<file path="config.mk">
export PLATFORM = sky130hd
export DESIGN_NAME = ahb_wrr_arb_flat
export DESIGN_NICKNAME = d
export VERILOG_FILES = /design/src/rtl/ahb_wrr_arb_pkg.sv /design/src/rtl/ahb_wrr_arb_if.sv /design/src/rtl/ahb_burst_tracker.sv /design/src/rtl/ahb_wrr_arb.sv /design/src/flat_wrapper.sv
export SDC_FILE = /design/constraint.sdc
export NUM_CORES = 1
export LEC_CHECK = 0
export BUFFER_PORTS_ARGS = -buffer_cell sky130_fd_sc_hd__buf_2
export CORE_MARGIN = 5
export CORE_UTILIZATION = 50
export DETAILED_ROUTE_END_ITERATION = 8
export PLACE_DENSITY = 0.71
export SLEW_MARGIN = 0
export SYNTH_ARGS = -nofsm -noshare
export SYNTH_HDL_FRONTEND = slang
export SYNTH_SLANG_ARGS = --single-unit
export TNS_END_PERCENT = 5
</file>
<file path="constraint.sdc">
create_clock -name HCLK -period 4.8 [get_ports HCLK]
set_input_delay 0.96 -clock HCLK [delete_from_list [all_inputs] [get_ports HCLK]]
set_output_delay 0.96 -clock HCLK [all_outputs]
set_load 0.01 [all_outputs]
</file>
<file path="src/rtl/ahb_wrr_arb_pkg.sv">
// Shared definitions for the weighted round-robin AHB output arbiter.
// Holds the AHB transfer-type and burst-type encodings plus the burst
// length helper used by the burst tracker.
package ahb_wrr_arb_pkg;

    typedef enum logic [1:0] {
        HtransIdle   = 2'b00,
        HtransBusy   = 2'b01,
        HtransNonseq = 2'b10,
        HtransSeq    = 2'b11
    } htrans_e;

    typedef enum logic [2:0] {
        HburstSingle = 3'b000,
        HburstIncr   = 3'b001,
        HburstWrap4  = 3'b010,
        HburstIncr4  = 3'b011,
        HburstWrap8  = 3'b100,
        HburstIncr8  = 3'b101,
        HburstWrap16 = 3'b110,
        HburstIncr16 = 3'b111
    } hburst_e;

    localparam int unsigned BurstRemainW = 4;

    // Beats-minus-2 loaded on the NONSEQ beat. INCR is treated as a
    // 4-beat minimum hold; SINGLE never holds.
    function automatic logic [BurstRemainW-1:0] burst_load(hburst_e hburst);
        logic [BurstRemainW-1:0] load;
        unique case (hburst)
            HburstIncr, HburstWrap4, HburstIncr4: load = 4'd2;
            HburstWrap8, HburstIncr8:             load = 4'd6;
            HburstWrap16, HburstIncr16:           load = 4'd14;
            default:                              load = 4'd0;
        endcase
        return load;
    endfunction

endpackage

</file>
<file path="src/rtl/ahb_wrr_arb_if.sv">
// Bus-side signal bundle of the arbiter.
//   master : driven by the bus-matrix input stages / shared output stage
//            (requests, weights, shared-port AHB controls); sees the grant.
//   slave  : the arbiter's view (inputs above, drives grant/no_port/credit).
interface ahb_wrr_arb_if #(
    parameter int unsigned NPORT = 4,
    parameter int unsigned PW    = 2,
    parameter int unsigned WW    = 4
);
    logic [NPORT-1:0]    req_port;
    logic [NPORT*WW-1:0] weight_cfg;
    logic                HREADYM;
    logic                HSELM;
    logic [1:0]          HTRANSM;
    logic [2:0]          HBURSTM;
    logic                HMASTLOCKM;
    logic [PW-1:0]       addr_in_port;
    logic                no_port;
    logic [WW-1:0]       credit_out;

    modport master (
        output req_port, weight_cfg, HREADYM, HSELM, HTRANSM, HBURSTM, HMASTLOCKM,
        input  addr_in_port, no_port, credit_out
    );

    modport slave (
        input  req_port, weight_cfg, HREADYM, HSELM, HTRANSM, HBURSTM, HMASTLOCKM,
        output addr_in_port, no_port, credit_out
    );
endinterface

</file>
<file path="src/rtl/ahb_burst_tracker.sv">
// Tracks fixed-length bursts on the shared output so the grant is not
// rotated mid-burst.
//   HCLK, HRESETn       : clock, async active-low reset
//   hready_i            : transfer done on the shared port (state enable)
//   hsel_i              : slave selected by the current address phase
//   htrans_i, hburst_i  : current address-phase transfer and burst type
//   next_burst_hold_o   : burst hold value that will be registered this cycle
//   nonseq_accept_o     : a NONSEQ is being accepted by the slave this cycle
module ahb_burst_tracker
    import ahb_wrr_arb_pkg::*;
(
    input  logic       HCLK,
    input  logic       HRESETn,
    input  logic       hready_i,
    input  logic       hsel_i,
    input  logic [1:0] htrans_i,
    input  logic [2:0] hburst_i,
    output logic       next_burst_hold_o,
    output logic       nonseq_accept_o
);

    logic [BurstRemainW-1:0] burst_remain_q, burst_remain_d;
    logic                    burst_hold_q, burst_hold_d;

    always_comb begin
        burst_remain_d = burst_remain_q;
        burst_hold_d   = burst_hold_q;
        if (hready_i) begin
            if (!hsel_i) begin
                burst_remain_d = '0;
                burst_hold_d   = 1'b0;
            end else begin
                unique case (htrans_e'(htrans_i))
                    HtransIdle: begin
                        burst_remain_d = '0;
                        burst_hold_d   = 1'b0;
                    end
                    HtransBusy: ;
                    HtransNonseq: begin
                        burst_remain_d = burst_load(hburst_e'(hburst_i));
                        burst_hold_d   = (hburst_e'(hburst_i) != HburstSingle);
                    end
                    HtransSeq: begin
                        // The beat seen with remain already at 0 is the last one.
                        if (burst_remain_q == '0) begin
                            burst_hold_d = 1'b0;
                        end else begin
                            burst_remain_d = burst_remain_q - BurstRemainW'(1);
                        end
                    end
                    default: ;
                endcase
            end
        end
    end

    always_ff @(posedge HCLK or negedge HRESETn) begin
        if (!HRESETn) begin
            burst_remain_q <= '0;
            burst_hold_q   <= 1'b0;
        end else begin
            burst_remain_q <= burst_remain_d;
            burst_hold_q   <= burst_hold_d;
        end
    end

    assign next_burst_hold_o = burst_hold_d;
    assign nonseq_accept_o   = hready_i & hsel_i & (htrans_e'(htrans_i) == HtransNonseq);

endmodule

</file>
<file path="src/rtl/ahb_wrr_arb.sv">
// Weighted round-robin arbiter sharing one AHB-Lite slave port between
// NPORT bus-matrix input stages. Each port gets up to its weight of NONSEQ
// grants before rotation; fixed bursts and locked sequences hold the grant.
//   HCLK, HRESETn : clock, async active-low reset
//   bus (slave)   : req_port, weight_cfg, HREADYM, HSELM, HTRANSM, HBURSTM,
//                   HMASTLOCKM in; addr_in_port, no_port, credit_out out
module ahb_wrr_arb
    import ahb_wrr_arb_pkg::*;
#(
    parameter int unsigned NPORT = 4,
    parameter int unsigned PW    = 2,
    parameter int unsigned WW    = 4
) (
    input  logic         HCLK,
    input  logic         HRESETn,
    ahb_wrr_arb_if.slave bus
);

    if (PW < $clog2(NPORT)) begin : g_bad_pw
        $error("ahb_wrr_arb: PW=%0d is too narrow for NPORT=%0d", PW, NPORT);
    end

    logic [PW-1:0] grant_q, grant_d;
    logic          no_port_q, no_port_d;
    logic [WW-1:0] credit_q [NPORT];
    logic [WW-1:0] credit_d [NPORT];
    logic          next_burst_hold;
    logic          nonseq_accept;

    ahb_burst_tracker u_burst_tracker (
        .HCLK              (HCLK),
        .HRESETn           (HRESETn),
        .hready_i          (bus.HREADYM),
        .hsel_i            (bus.HSELM),
        .htrans_i          (bus.HTRANSM),
        .hburst_i          (bus.HBURSTM),
        .next_burst_hold_o (next_burst_hold),
        .nonseq_accept_o   (nonseq_accept)
    );

    function automatic logic [WW-1:0] eff_weight(logic [WW-1:0] w);
        return (w == '0) ? WW'(1) : w;
    endfunction

    always_comb begin
        logic          acc;
        logic          hold;
        logic          found;
        logic [WW-1:0] cur_dec;
        int unsigned   cur;
        int unsigned   idx;
        int unsigned   pick;

        for (int unsigned p = 0; p < NPORT; p++) begin
            credit_d[p] = credit_q[p];
        end
        grant_d   = grant_q;
        no_port_d = no_port_q;
        found     = 1'b0;
        idx       = 0;
        pick      = 0;
        cur       = 32'(grant_q);
        acc       = nonseq_accept & ~no_port_q;
        hold      = next_burst_hold | bus.HMASTLOCKM;

        cur_dec = credit_q[cur];
        if (acc && cur_dec != '0) begin
            cur_dec = cur_dec - WW'(1);
        end

        if (bus.HREADYM) begin
            if (acc) begin
                credit_d[cur] = cur_dec;
            end
            if (!hold) begin
                if (no_port_q) begin
                    for (int unsigned i = 0; i < NPORT; i++) begin
                        if (!found && bus.req_port[i]) begin
                            found = 1'b1;
                            pick  = i;
                        end
                    end
                end else if (!(bus.req_port[cur] && cur_dec != '0)) begin
                    // Search starts after the current port and wraps back onto it.
                    for (int unsigned k = 1; k <= NPORT; k++) begin
                        idx = cur + k;
                        if (idx >= NPORT) begin
                            idx = idx - NPORT;
                        end
                        if (!found && bus.req_port[idx]) begin
                            found = 1'b1;
                            pick  = idx;
                        end
                    end
                    // Current port still selecting the slave (IDLE) keeps the grant.
                    if (!found && !bus.HSELM) begin
                        no_port_d = 1'b1;
                    end
                end
                // A fresh load overrides the decrement, even when landing on cur.
                if (found) begin
                    grant_d        = PW'(pick);
                    no_port_d      = 1'b0;
                    credit_d[pick] = eff_weight(bus.weight_cfg[pick*WW +: WW]);
                end
            end
        end
    end

    always_ff @(posedge HCLK or negedge HRESETn) begin
        if (!HRESETn) begin
            grant_q   <= '0;
            no_port_q <= 1'b1;
            for (int unsigned p = 0; p < NPORT; p++) begin
                credit_q[p] <= '0;
            end
        end else begin
            grant_q   <= grant_d;
            no_port_q <= no_port_d;
            for (int unsigned p = 0; p < NPORT; p++) begin
                credit_q[p] <= credit_d[p];
            end
        end
    end

    assign bus.addr_in_port = grant_q;
    assign bus.no_port      = no_port_q;
    assign bus.credit_out   = no_port_q ? '0 : credit_q[grant_q];

endmodule

</file>
<file path="src/flat_wrapper.sv">
// flat-port wrapper written by rule: the top's interface ports become plain ports
module ahb_wrr_arb_flat import ahb_wrr_arb_pkg::*;
#(
    parameter int unsigned NPORT = 4,
    parameter int unsigned PW    = 2,
    parameter int unsigned WW    = 4
)
  (HCLK, HRESETn, bus_req_port, bus_weight_cfg, bus_HREADYM, bus_HSELM, bus_HTRANSM, bus_HBURSTM, bus_HMASTLOCKM, bus_addr_in_port, bus_no_port, bus_credit_out);
  ahb_wrr_arb_if #(.NPORT(NPORT), .PW(PW), .WW(WW)) bus_i ();
  input  logic HCLK;
  input  logic HRESETn;
  input wire logic [$bits(bus_i.req_port)-1:0] bus_req_port;
  input wire logic [$bits(bus_i.weight_cfg)-1:0] bus_weight_cfg;
  input wire logic [$bits(bus_i.HREADYM)-1:0] bus_HREADYM;
  input wire logic [$bits(bus_i.HSELM)-1:0] bus_HSELM;
  input wire logic [$bits(bus_i.HTRANSM)-1:0] bus_HTRANSM;
  input wire logic [$bits(bus_i.HBURSTM)-1:0] bus_HBURSTM;
  input wire logic [$bits(bus_i.HMASTLOCKM)-1:0] bus_HMASTLOCKM;
  output wire logic [$bits(bus_i.addr_in_port)-1:0] bus_addr_in_port;
  output wire logic [$bits(bus_i.no_port)-1:0] bus_no_port;
  output wire logic [$bits(bus_i.credit_out)-1:0] bus_credit_out;
  assign bus_i.req_port = bus_req_port;
  assign bus_i.weight_cfg = bus_weight_cfg;
  assign bus_i.HREADYM = bus_HREADYM;
  assign bus_i.HSELM = bus_HSELM;
  assign bus_i.HTRANSM = bus_HTRANSM;
  assign bus_i.HBURSTM = bus_HBURSTM;
  assign bus_i.HMASTLOCKM = bus_HMASTLOCKM;
  assign bus_addr_in_port = bus_i.addr_in_port;
  assign bus_no_port = bus_i.no_port;
  assign bus_credit_out = bus_i.credit_out;
  ahb_wrr_arb #(.NPORT(NPORT), .PW(PW), .WW(WW)) u_core (.HCLK(HCLK), .HRESETn(HRESETn), .bus(bus_i));
endmodule
</file>
==> impl_metrics.toml <==
[run_status]
status = "completed"

[sta]
setup_viol = 0
drv_slew = 0
worstMarginPinSlew_ns = 0.5928
rsz0062_at_grt = "no"
fin_ws_ns = 0.5545
tns_ns = 0
fin_crit_ns = 4.246
finClkSkew_ns = 0.001326
maxSlewHeadroom = 0.6006
final_hold_viol_count = 0
timing.fmax_mhz = 235.5
finalCritPeriodShare = 0.8845

[layout]
fin_area_sq_mm = 0.002749
syn_to_final_growth_pct = 11.35
diodes = 0
layout.nets = 343
final_layout_size_suffix_gt1_frac = 0.2616
num-fill-cells = 444

[synthesis]
synthFlopType = "dfrtp_1"
synthMostInstantiatedCell = "nand2_1"
postSynth.asyncResetShare = 1.000
ys_types = 69
syn_inst = 272
synth_nets = 312
yosys-top-cells-area = "dfrtp_1 (23%), mux4_2 (6.4%), mux2i_1 (5.3%)"
synth_common_cells = "nand2_1 (27), dfrtp_1 (23), nor2_1 (23), inv_1 (19), mux2i_1 (13)"
synth.avg_cell_area_sq_um = 9.076
ys_warn_count = 0
synthesis.area_sq_mm = 0.002469
synth_top_area_share = 0.2331
yosysTopAreaCell = "dfrtp_1"
ys_seq_elements = 24
synth-edff-count = 0
yosysSeqAreaShare = 0.2438

[detailed_routing]
num_vias = 2248
drcViolationCount = 0
drt_pass1_iterations = 4
wl_per_cell_um = 17.25
wirelength_um = 6366
avgViaCountPerCell = 6.092
ant_nets = 0
drt_iter0_markers = 158

[floorplanning]
dieArea_sq_mm = 0.006442
core_area_sq_mm = 0.004755
die_h_um = 80.27
initial_core_util = 0.5192
io_pins = 37
row_count = 25
die_x_um = 80.27

[setup_path]
endpoint_kind = "flip-flop"
rr_startpoint = "u_core.bus.addr_in_port[1]"
arrival_ns = 4.41
cp.required_ns = 4.96
critical_path_class = "reg -> reg"
critPathLaunchType = "flip-flop"
cp_max_fo = 13
crit_start = "u_core.bus.addr_in_port[1]"

[clock_network]
hold_buffers = 0
cts_sinks = 24
ctsHtreeMaxLevel = 1
cts_root_buffer = "clkbuf_8"
cts_tree = "done"
clockBufferDepth = 2
cts_buffers = 3
insertion_delay_ns = 0.27
clk_pin_slew_ns = 0.09
cts_setup_buffers = 0
cts_resized = 0

[grt]
grt_pass1_vias = 2125
grt_max_degree = 25
grt-ovfl-total = 0
grt_usage = 0.2026
grt_pass1_wl_um = 10380
antenna_found_initial = 0

[pwr]
leakage_nw = 1.238
peakVddDrop_mv = 0.3764
power_mw = 1.755
power.density_mw_per_mm2 = 638.4

[placed_design]
gp_congestion = 0.9131
place_hpwl_um = 5074
port_buffers = 36
dpl_worst_slack_ns = 0.6158
placed_area_sq_mm = 0.002678

[min_path]
min_from = "u_core.credit_q[1]"
hold_path.class = "reg -> reg"

[job]
max_cap_violations = 0
==> routing by layer <==
metal | up-vias | share of wire | routed length (um) | global-route usage
li1 | 1070 | - | - | -
met1 | 1075 | 0.43 | 2736 | 0.2761
met2 | 97 | 0.48 | 3055 | 0.3320
met3 | 6 | 0.081 | 516 | 0.03139
met4 | 0 | 0.0091 | 58 | 0.05574
met5 | - | 0 | 0 | 0
==> report_power, final <==
part | leakage, nW | internal, mW | total (mW) | switching, mW
Clock | 0.0357 | 0.112 | 0.180 | 0.0690
Sequential | 0.293 | 0.276 | 0.370 | 0.0948
Combinational | 0.910 | 0.540 | 1.20 | 0.664
Total | 1.24 | 0.927 | 1.76 | 0.828
==> area by class of cell <==
| cell class | instances | area (sq um) | share of cell area |
|---|---|---|---|
| Clock buffer | 3 | 41.29 | 0.01502 |
| Clock inverter | 1 | 30.03 | 0.01092 |
| Inverter | 20 | 75.07 | 0.02731 |
| Multi-Input combinational cell | 214 | 1707 | 0.6208 |
| Sequential cell | 24 | 601.8 | 0.2189 |
| Tap cell | 67 | 83.83 | 0.03050 |
| Timing Repair Buffer | 40 | 210.2 | 0.07647 |
==> kinds of logic after synthesis <==
| logic type | share of synthesized area |
|---|---|
| simple gates | 0.2266 |
| compound gates | 0.2428 |
| buf+inv | 0.06487 |
| mux | 0.1607 |
| flops | 0.2438 |
| fa+ha+maj | 0.05068 |
| xor+xnor | 0.01065 |
==> per-stage QoR <==
step / instances / hold slack, ns / util
final: 369 / 0.5117 / 0.5782
after global placement: 365 / 0.4961 / 0.5632
after floorplan: 272 / 0.4443 / -
after CTS: 369 / 0.5127 / 0.5782
after detailed placement: 365 / 0.4920 / 0.5632
after global routing: 369 / 0.5374 / 0.5782
==> registers in the layout (all words and copies together), names as in the netlist <==
register and flops:
u_core.u_burst_tracker.burst_hold_q 1, u_core.bus.no_port 1, u_core.bus.addr_in_port 2, u_core.credit_q 16
u_core.u_burst_tracker.burst_remain_q 4
==> worst max-delay path, cell delays in order (launching register included) <==
cell and delay [ns]:
dfrtp_1 0.68, mux4_2 0.63, inv_1 0.13, ha_1 0.24, inv_1 0.14, nor4_2 0.45, o31a_1 0.27, o2bb2a_4 0.17
a21o_1 0.44, mux2_2 0.42, o211a_1 0.26, o31a_1 0.30
==> path summary, 6_finish.rpt <==
| check | slack [ns] | to | cells after the start |
|---|---|---|---|
| max | 0.55 | u_core.credit_q[8] | 11 |
| min | 0.51 | u_core.credit_q[1] | 1 |
| max reg2reg | 0.55 | u_core.credit_q[8] | 11 |
| min reg2reg | 0.51 | u_core.credit_q[1] | 1 |
| max in group asynchronous | 3.76 | u_core.bus.no_port | 1 |
| min in group asynchronous | 0.67 | u_core.credit_q[2] | 1 |
==> layout by cell type (no fill, tap or decap), types with 3 or more instances in the layout <==
cell type,instances
o21ai_1,4
mux2_2,6
nand2_1,27
ha_1,10
mux4_2,7
a21oi_1,9
nor3_1,5
inv_1,19
a2bb2oi_1,3
a21o_1,5
nand3_1,4
nand2b_1,7
o21a_1,3
a221o_1,4
mux2i_1,13
buf_4,4
dfrtp_1,23
nor4_4,3
o31a_1,4
or2_2,3
o31ai_1,4
o32ai_1,3
o21ai_0,7
o221ai_1,5
buf_2,36
nor2b_1,3
and3_1,3
clkbuf_8,3
nor2_1,23
Note: power is estimated with default switching activity, not from simulation.
